### config.mk
export PLATFORM = sky130hd
export DESIGN_NAME = instr_align_buffer
export DESIGN_NICKNAME = d
export VERILOG_FILES = /design/src/rtl/instr_align_buffer.sv
export SDC_FILE = /design/constraint.sdc
export NUM_CORES = 1
export LEC_CHECK = 0
export ABC_AREA = 1
export CAP_MARGIN = 0
export CORE_UTILIZATION = 40
export DETAILED_ROUTE_END_ITERATION = 10
export GPL_TIMING_DRIVEN = 1
export SLEW_MARGIN = 10
export SYNTH_ARGS = -nofsm -noshare
export SYNTH_HDL_FRONTEND = slang
export SYNTH_SLANG_ARGS = --single-unit
### constraint.sdc
create_clock -name clk_i -period 9.3 [get_ports clk_i]
set_input_delay 2.325 -clock clk_i [delete_from_list [all_inputs] [get_ports clk_i]]
set_output_delay 2.325 -clock clk_i [all_outputs]
set_load 0.005 [all_outputs]
### src/rtl/instr_align_buffer.sv
// Purpose : realigns word-aligned 32-bit fetch words into a halfword stream and issues
//           one RV32C instruction (16- or 32-bit) per handshake together with its PC.
// Latency : a word accepted in cycle t can produce its first instruction in cycle t+1.
// Backpr. : FetchReady_o drops when fewer than 2 halfword slots are free; outputs hold while
//           InstrReady_i is low; Redirect_i blocks both handshakes for the cycle it is high.
// Ports   : clk_i / rst_i (async, active-high)
//           FetchAddr_o, FetchReady_o, FetchValid_i, FetchData_i   - fetch side
//           Redirect_i, RedirectPC_i                               - flush and restart
//           InstrValid_o, InstrReady_i, Instr_o, InstrPC_o,
//           Compressed_o, Illegal_o                                - decode side
// Config  : define RVC_EXPAND_EN to expand the supported 16-bit subset into 32-bit
//           equivalents (unsupported encodings flag Illegal_o). Without it 16-bit
//           encodings are passed through zero-extended.
module instr_align_buffer #(
  parameter int          DEPTH_HW = 4,
  parameter logic [31:0] RESET_PC = 32'h0000_0000
) (
  input  logic        clk_i,
  input  logic        rst_i,
  output logic [31:0] FetchAddr_o,
  output logic        FetchReady_o,
  input  logic        FetchValid_i,
  input  logic [31:0] FetchData_i,
  input  logic        Redirect_i,
  input  logic [31:0] RedirectPC_i,
  output logic        InstrValid_o,
  input  logic        InstrReady_i,
  output logic [31:0] Instr_o,
  output logic [31:0] InstrPC_o,
  output logic        Compressed_o,
  output logic        Illegal_o
);

  localparam int PTR_W = $clog2(DEPTH_HW);
  localparam int CNT_W = PTR_W + 1;

  logic [15:0]      mem_q [DEPTH_HW];
  logic [15:0]      mem_d [DEPTH_HW];
  logic [PTR_W-1:0] rd_ptr_q, rd_ptr_d;
  logic [PTR_W-1:0] wr_ptr_q, wr_ptr_d;
  logic [CNT_W-1:0] count_q, count_d;
  logic [31:0]      fetch_addr_q, fetch_addr_d;
  logic [31:0]      pc_q, pc_d;
  logic             drop_q, drop_d;

  logic [PTR_W-1:0] rd_ptr_nxt, wr_ptr_nxt;
  logic [15:0]      head_hw, next_hw;
  logic             is_32;
  logic [CNT_W-1:0] free_cnt;
  logic             have_instr;
  logic             fetch_acc, instr_acc;
  logic [1:0]       push_n, pop_n;

  // Halfword 0 of the redirect target is never needed: the drop flag covers it.
  logic unused_redirect_bit0;
  assign unused_redirect_bit0 = RedirectPC_i[0];

`ifdef RVC_EXPAND_EN
  // Returns {illegal, expanded_instr}; expanded_instr is 0 when illegal.
  function automatic logic [32:0] rvc_expand(input logic [15:0] c);
    logic [31:0] ins;
    logic        ill;
    logic [4:0]  rd, rs2, rdp, rs2p;
    ins  = '0;
    ill  = 1'b0;
    rd   = c[11:7];
    rs2  = c[6:2];
    rdp  = {2'b01, c[9:7]};
    rs2p = {2'b01, c[4:2]};
    case (c[1:0])
      2'b00: begin
        case (c[15:13])
          3'b010:  ins = {5'b0, c[5], c[12:10], c[6], 2'b00, rdp, 3'b010, rs2p, 7'b0000011};
          3'b110:  ins = {5'b0, c[5], c[12], rs2p, rdp, 3'b010, c[11:10], c[6], 2'b00, 7'b0100011};
          default: ill = 1'b1;
        endcase
      end
      2'b01: begin
        case (c[15:13])
          3'b000: ins = {{7{c[12]}}, c[6:2], rd, 3'b000, rd, 7'b0010011};
          3'b001, 3'b101:
            ins = {c[12], c[8], c[10:9], c[6], c[7], c[2], c[11], c[5:3],
                   c[12], {8{c[12]}}, (c[15] ? 5'd0 : 5'd1), 7'b1101111};
          3'b010: ins = {{7{c[12]}}, c[6:2], 5'd0, 3'b000, rd, 7'b0010011};
          3'b100: begin
            case (c[11:10])
              2'b00: begin
                if (c[12]) ill = 1'b1;
                else       ins = {7'b0000000, c[6:2], rdp, 3'b101, rdp, 7'b0010011};
              end
              2'b01: begin
                if (c[12]) ill = 1'b1;
                else       ins = {7'b0100000, c[6:2], rdp, 3'b101, rdp, 7'b0010011};
              end
              2'b10: ins = {{7{c[12]}}, c[6:2], rdp, 3'b111, rdp, 7'b0010011};
              default: begin
                if (c[12]) ill = 1'b1;
                else begin
                  case (c[6:5])
                    2'b00:   ins = {7'b0100000, rs2p, rdp, 3'b000, rdp, 7'b0110011};
                    2'b01:   ins = {7'b0000000, rs2p, rdp, 3'b100, rdp, 7'b0110011};
                    2'b10:   ins = {7'b0000000, rs2p, rdp, 3'b110, rdp, 7'b0110011};
                    default: ins = {7'b0000000, rs2p, rdp, 3'b111, rdp, 7'b0110011};
                  endcase
                end
              end
            endcase
          end
          3'b110, 3'b111:
            ins = {c[12], {3{c[12]}}, c[6:5], c[2], 5'd0, rdp, {2'b00, c[13]},
                   c[11:10], c[4:3], c[12], 7'b1100011};
          default: ill = 1'b1;
        endcase
      end
      2'b10: begin
        case (c[15:13])
          3'b000: begin
            if (c[12]) ill = 1'b1;
            else       ins = {7'b0000000, c[6:2], rd, 3'b001, rd, 7'b0010011};
          end
          3'b100: begin
            if (rs2 == 5'd0) begin
              // c.jr / c.jalr; rd==0 is reserved or c.ebreak, neither supported
              if (rd == 5'd0) ill = 1'b1;
              else            ins = {12'b0, rd, 3'b000, (c[12] ? 5'd1 : 5'd0), 7'b1100111};
            end else begin
              // c.mv is add rd,x0,rs2; c.add is add rd,rd,rs2
              ins = {7'b0000000, rs2, (c[12] ? rd : 5'd0), 3'b000, rd, 7'b0110011};
            end
          end
          default: ill = 1'b1;
        endcase
      end
      default: ill = 1'b1;
    endcase
    if (ill) ins = '0;
    return {ill, ins};
  endfunction
`endif

  assign rd_ptr_nxt = rd_ptr_q + PTR_W'(1);
  assign wr_ptr_nxt = wr_ptr_q + PTR_W'(1);
  assign head_hw    = mem_q[rd_ptr_q];
  assign next_hw    = mem_q[rd_ptr_nxt];
  assign is_32      = &head_hw[1:0];
  assign free_cnt   = CNT_W'(DEPTH_HW) - count_q;

  // Ready looks only at the current count, so a full buffer refuses a word
  // even in a cycle where it is also popping.
  assign FetchReady_o = (free_cnt >= CNT_W'(2)) & ~Redirect_i;
  assign have_instr   = is_32 ? (count_q >= CNT_W'(2)) : (count_q != '0);
  assign InstrValid_o = have_instr & ~Redirect_i;
  assign fetch_acc    = FetchValid_i & FetchReady_o;
  assign instr_acc    = InstrValid_o & InstrReady_i;

  assign FetchAddr_o  = fetch_addr_q;
  assign InstrPC_o    = pc_q;

  always_comb begin
    Instr_o      = '0;
    Compressed_o = 1'b0;
    Illegal_o    = 1'b0;
    if (InstrValid_o) begin
      if (is_32) begin
        Instr_o = {next_hw, head_hw};
      end else begin
        Compressed_o = 1'b1;
`ifdef RVC_EXPAND_EN
        {Illegal_o, Instr_o} = rvc_expand(head_hw);
`else
        Instr_o = {16'b0, head_hw};
`endif
      end
    end
  end

  always_comb begin
    mem_d        = mem_q;
    rd_ptr_d     = rd_ptr_q;
    wr_ptr_d     = wr_ptr_q;
    count_d      = count_q;
    fetch_addr_d = fetch_addr_q;
    pc_d         = pc_q;
    drop_d       = drop_q;
    push_n       = 2'd0;
    pop_n        = 2'd0;
    if (Redirect_i) begin
      rd_ptr_d     = '0;
      wr_ptr_d     = '0;
      count_d      = '0;
      fetch_addr_d = {RedirectPC_i[31:2], 2'b00};
      pc_d         = {RedirectPC_i[31:1], 1'b0};
      drop_d       = RedirectPC_i[1];
    end else begin
      if (fetch_acc) begin
        if (drop_q) begin
          // target was the upper halfword: skip the lower one once
          mem_d[wr_ptr_q] = FetchData_i[31:16];
          push_n          = 2'd1;
          drop_d          = 1'b0;
        end else begin
          mem_d[wr_ptr_q]   = FetchData_i[15:0];
          mem_d[wr_ptr_nxt] = FetchData_i[31:16];
          push_n            = 2'd2;
        end
        fetch_addr_d = fetch_addr_q + 32'd4;
      end
      if (instr_acc) begin
        pop_n = is_32 ? 2'd2 : 2'd1;
        pc_d  = pc_q + (is_32 ? 32'd4 : 32'd2);
      end
      wr_ptr_d = wr_ptr_q + PTR_W'(push_n);
      rd_ptr_d = rd_ptr_q + PTR_W'(pop_n);
      count_d  = count_q + CNT_W'(push_n) - CNT_W'(pop_n);
    end
  end

  always_ff @(posedge clk_i or posedge rst_i) begin
    if (rst_i) begin
      for (int i = 0; i < DEPTH_HW; i++) mem_q[i] <= '0;
      rd_ptr_q     <= '0;
      wr_ptr_q     <= '0;
      count_q      <= '0;
      fetch_addr_q <= {RESET_PC[31:2], 2'b00};
      pc_q         <= {RESET_PC[31:1], 1'b0};
      drop_q       <= RESET_PC[1];
    end else begin
      mem_q        <= mem_d;
      rd_ptr_q     <= rd_ptr_d;
      wr_ptr_q     <= wr_ptr_d;
      count_q      <= count_d;
      fetch_addr_q <= fetch_addr_d;
      pc_q         <= pc_d;
      drop_q       <= drop_d;
    end
  end

endmodule

# Word-level counts from Yosys, hierarchy flattened
# Index checks and enable logic that the tools add are counted.
# totals
register_bits,136
latchBits,0
mem_bits_rw,0
romBits,0
out_inout_bits,100
word_cells,78
memories,0
# classes
addsub,9
multipliers,0
div_mod_pow,0
n_lt_le_gt_ge,8
eq_ne,0
n_shift,0
n_mux,35
n_bitwise,9
reduce_logical,7
# op_table
cell,count
bitwise mux 64 bit,3
2-to-1 mux 32 bit,6
2-to-1 mux 16 bit,6
binary-select mux 16 bit (select 2 bit),2
demux 16 bit (select 2 bit),2
2-to-1 mux 64 bit,1
adder 32 x 3 -> 32 bit,1
"adder 32 x 3 -> 32 bit, second input constant",1
2-to-1 mux 2 bit,8
">= comparator 3 bit, second input constant",4
inverter 2 -> 3 bit,4
">= comparator 3 x 2 -> 1 bit, second input constant",2
"less-than comparator 3 x 1 -> 1 bit, second input constant",2
2-to-1 mux 3 bit,2
2-to-1 mux 1 bit,5
"adder 2 x 1 -> 2 bit, second input constant",2
adder 2 bit,2
AND 1 bit,4
AND reduction 2 bit,2
nonzero test 2 bit,2
adder 3 x 2 -> 3 bit,1
nonzero test 3 bit,1
subtractor 3 x 2 -> 3 bit,1
"subtractor 3 bit, first input constant",1
other kinds (2),3

# Logic depth before layout (Yosys ltp)
# logic_depth
depth_word,12
mapped_depth,20

# Worst setup path after synthesis
# No wires, ideal clock.
# synth_path
path_kind,input-to-output
start,in Redirect_i
end,out Instr_o[21]
t_arrival_ns,3.188
required_time_ns,6.975
slack_ns,3.787
stages,7
n_path_buf,2
cell_sequence,buf_2 > inv_2 > nand3_4 > inv_2 > nand2_2 > buf_2 > nor2_1
# synth_between
elab_chain_cells,3
# synth_lines
element,line_no,text
from (decl),24,"input logic Redirect_i,"
inverter 1 bit (no line),--,
AND 1 bit,152,assign InstrValid_o = have_instr & ~Redirect_i;
net InstrValid_o,26,"output logic InstrValid_o,"
2-to-1 mux 32 bit,163,if (InstrValid_o) begin
to (decl),28,"output logic [31:0] Instr_o,"
# The timed path passes the listed nets, and every way through them passes these cells.

# Final worst setup path
# layout_path
start,in Redirect_i
end,out Instr_o[16]
# layout_between
elab_chain_cells,3
# layout_lines
element,line_no
inverter 1 bit (no line),--
AND 1 bit,152
2-to-1 mux 32 bit,163
# Every way passes these cells.

==> results.md <==
* Seq pwr share at 0.326
* Area delta synth->final at 24.7%
* Final-report setup violation count at 0
* All-layer global routing usage at 0.286
* Number of antenna-violating nets in the routed design at 0
* Number of enable flip-flop cells after synthesis at 0
* Number of DRC markers after the initial detailed-route iteration at a little over 900
* Count of cell types in the netlist at 41
* HP Class: register to register
* Layout Utilization at 0.512
* Gate count after technology mapping at around 1.5k
* Internal power at between 1.5 and 2 mW
* Worst endpoint data arrival time at 4.48 ns
* R2R Setup Slk at approximately 5.2 ns
* Total number of placement rows at 56
* Clock network fraction of design power at 0.234
* Max frequency at 147 MHz
* First-pass GRT wire length at 53.9 mm
* Hold Crit Start: InstrPC_o[1]
* Vias per inst at 5.47
* Die width at approximately 160 µm
* Reg-to-Reg Start: rd_ptr_q[0]
* Share of total power in combinational logic at 0.439
* Max-Cap Viols at 0
* DRT Wirelength at 34.8 mm
* Post-route worst hold slack at 0.528 ns
* Floorplan Core Area at 23600 µm²
* Critical Path Source Type: input pin
* Worst IR Drop VDD at roughly 0.15 mV
* Sink count of the clock tree at 133
* Leakage at roughly 5.5 nW
* Power density normalized to cell area at between 200 and 300 nW/µm²
* Count of instances resized after the clock tree is built at 0
* Fillers at 2402
* Part of the Yosys area used for sequential elements at 0.343
* Worst min-delay path endpoint: InstrPC_o[1]
* Final clock period utilization by the worst path at 0.731
* Weighted congestion reported at the end of routability-driven placement at just over 0.9
* Clock latency of the later-clocked register in the worst-skew pair at 0.43 ns
* Via count of the first global-routing pass at 9637
* Cell Count Post-Placement at 1884
* Total count of max-transition violations in the final report at 0
* Number of antenna violations at the first check in global routing at 0
* Actual transition at the worst max-transition pin at 1.21 ns
* Largest fanout on the critical path at 44
* Clock buffer count from CTS at 17
* Area used by multi-input combinational logic at 5440 µm²
* Kind of capture point of the worst setup path: primary output
* Worst setup path category: input pin to primary output
* Synth warn at 0
* Largest net degree at the start of global routing at 87
* Clock period minus worst slack at 6.80 ns
* Net Sw Frac at 0.417
* Headroom to the max-slew limit at 0.196
* Deepest clock path buffer count at 2
* # nets final at 1668
* Final Instance Count excl. Fillers at 1916
* Count of final hold-check violations at 0
* Async S/R FF share, synth at 1.00
* Input/output buffers at 163
* Sequential cell area at 3330 µm²
* Unrepaired setup endpoints after global routing: no
* Routed WL per cell at about 18 µm
* Post-route setup TNS at 0 ns
* Final setup skew at 0.0142 ns
* Antenna cell count at 0
* CTS tree: yes
* Initial standard-cell utilization of the core at 0.411
* Ys flop type: sky130_fd_sc_hd__dfrtp_1
* Combined area of all synthesized cells at 9700 µm²
* Gr ovfl total at 0
* Avg Inst Size Synth at roughly 6.6 µm²
* Net switching power figure at about 1.3 mW
* Hold Buf Count CTS at 0
* Most instantiated cells after synthesis: sky130_fd_sc_hd__nand2_1 (492), sky130_fd_sc_hd__inv_1 (149), sky130_fd_sc_hd__nor2_1 (137), sky130_fd_sc_hd__dfrtp_1 (133), sky130_fd_sc_hd__o21ai_0 (93)
* Area of the die at between 20000 and 25000 µm²
* Count of state elements after synthesis at between 100 and 150
* Worst r2r dst: InstrPC_o[17]
* Dominant cells by area after synthesis: sky130_fd_sc_hd__dfrtp_1 (34%), sky130_fd_sc_hd__nand2_1 (19%), sky130_fd_sc_hd__inv_1 (5.8%)
* Clock slew at the register clock pins of the worst setup and hold paths at 0.06 ns
* Depth of the CTS H-tree at 4
* Via count at about 10k
* CTS Root Buffer Type: sky130_fd_sc_hd__clkbuf_16
* Ratio of cells with drive above 1 in the final layout at 0.0420
* Synth area leader: sky130_fd_sc_hd__dfrtp_1
* Worst hold path depth at 2
* Die height at 158 µm
* Sum of net half-perimeters after detailed placement at 23.6 mm
* Run status: complete, no violations
* Depth of the most critical reg-to-reg path at 19
* Top-area cell type share of the netlist area at 0.343
* Required time worst endpoint at 6.98 ns
* Remaining routing DRC violations at 0
* First-pass DRT Iterations at 5
* Post-CTS Setup Repair Bufs at 0
* Most common cell in the synthesized netlist: sky130_fd_sc_hd__nand2_1
* Ports at 169
-- layout make-up --
| type | instances | area share |
|---|---|---|
| inverters | 154 | 0.0482 |
| multi-input cells | 1102 | 0.449 |
| clock buffers | 20 | 0.0369 |
| repair buffers | 176 | 0.143 |
| well taps | 319 | 0.0330 |
| flip-flops and latches | 133 | 0.275 |
| clock inverters | 12 | 0.0147 |
-- critical path: stages --
cell and delay, ns:
sky130_fd_sc_hd__buf_2 0.09, sky130_fd_sc_hd__buf_4 0.26, sky130_fd_sc_hd__inv_2 0.14, sky130_fd_sc_hd__nand3_4 0.34, sky130_fd_sc_hd__inv_2 0.19, sky130_fd_sc_hd__nand2_2 0.27
sky130_fd_sc_hd__a21oi_1 0.27, sky130_fd_sc_hd__clkdlybuf4s50_1 0.55
-- placed cells by master, fill, tap and decap left out, types with 12 or more instances in the layout --
master                            netlist  layout
sky130_fd_sc_hd__o221ai_1              16      16
sky130_fd_sc_hd__buf_4                  5      13
sky130_fd_sc_hd__nand3_1               91      91
sky130_fd_sc_hd__ha_1                  12      12
sky130_fd_sc_hd__nand4_1               15      15
sky130_fd_sc_hd__o211ai_1              71      71
sky130_fd_sc_hd__dfrtp_1              133     132
sky130_fd_sc_hd__a221oi_1              14      14
sky130_fd_sc_hd__o21ai_0               93      93
sky130_fd_sc_hd__clkdlybuf4s50_1        0     162
sky130_fd_sc_hd__nor3_1                24      24
sky130_fd_sc_hd__clkbuf_16              0      17
sky130_fd_sc_hd__xor2_1                20      20
sky130_fd_sc_hd__a21oi_1               48      48
sky130_fd_sc_hd__nor2_1               137     136
sky130_fd_sc_hd__nand2_1              492     492
sky130_fd_sc_hd__o22ai_1               17      17
sky130_fd_sc_hd__inv_1                149     147
-- per-layer routing --
metal  wire (µm)  GRT usage  up-vias
li1            -          -     5059
met1       16800      0.428     4963
met2       15400      0.430      420
met3        2190     0.0331       34
met4         438     0.0786        0
met5           0          0        -
-- sequential cells by signal, indices dropped and copies added (netlist names) --
signal,cells
FetchAddr_o,30
InstrPC_o,31
count_q,3
drop_q,1
mem_q,64
rd_ptr_q,2
wr_ptr_q,2
-- worst max path at each step --
| stage | from | end | slack [ns] | depth (start not counted) |
|---|---|---|---|---|
| 5_1_grt | Redirect_i | Instr_o[16] | 2.36 | 8 |
| 3_5_place_dp | Redirect_i | Instr_o[16] | 2.53 | 8 |
| 2_1_floorplan | rst_i | FetchAddr_o[10] | 3.42 | 1 |
| 3_3_place_gp | Redirect_i | Instr_o[17] | 2.53 | 8 |
| 4_1_cts | Redirect_i | Instr_o[16] | 2.52 | 8 |
| 6_report | Redirect_i | Instr_o[16] | 2.50 | 8 |
-- cells by family after synthesis --
family / synth area share
AO/OA/AOI/OAI: 0.179
XOR/XNOR: 0.0262
adder cells (fa/ha/maj): 0.0217
buffers and inverters: 0.0983
flip-flops: 0.343
other: 0.000387
AND/OR/NAND/NOR: 0.331
-- power by group through the flow --
stage	combinational, mW	clock [mW]	sequential, mW
after floorplan	0.846	0	0.965
after global placement	1.35	0	1.02
after detailed placement	1.36	0	1.02
after CTS	1.37	0.739	1.02
after global routing	1.55	0.763	1.05
final	1.38	0.734	1.02
-- stage by stage --
stage / instance area [µm²] / power (mW) / setup WS, ns
2_1_floorplan: 9710 / 1.81 / 3.42
3_3_place_gp: 11500 / 2.37 / 2.53
3_5_place_dp: 11500 / 2.39 / 2.53
4_1_cts: 12100 / 3.13 / 2.52
5_1_grt: 12100 / 3.37 / 2.36
6_report: 12100 / 3.13 / 2.50
Note: power is estimated with default switching activity, not from simulation.
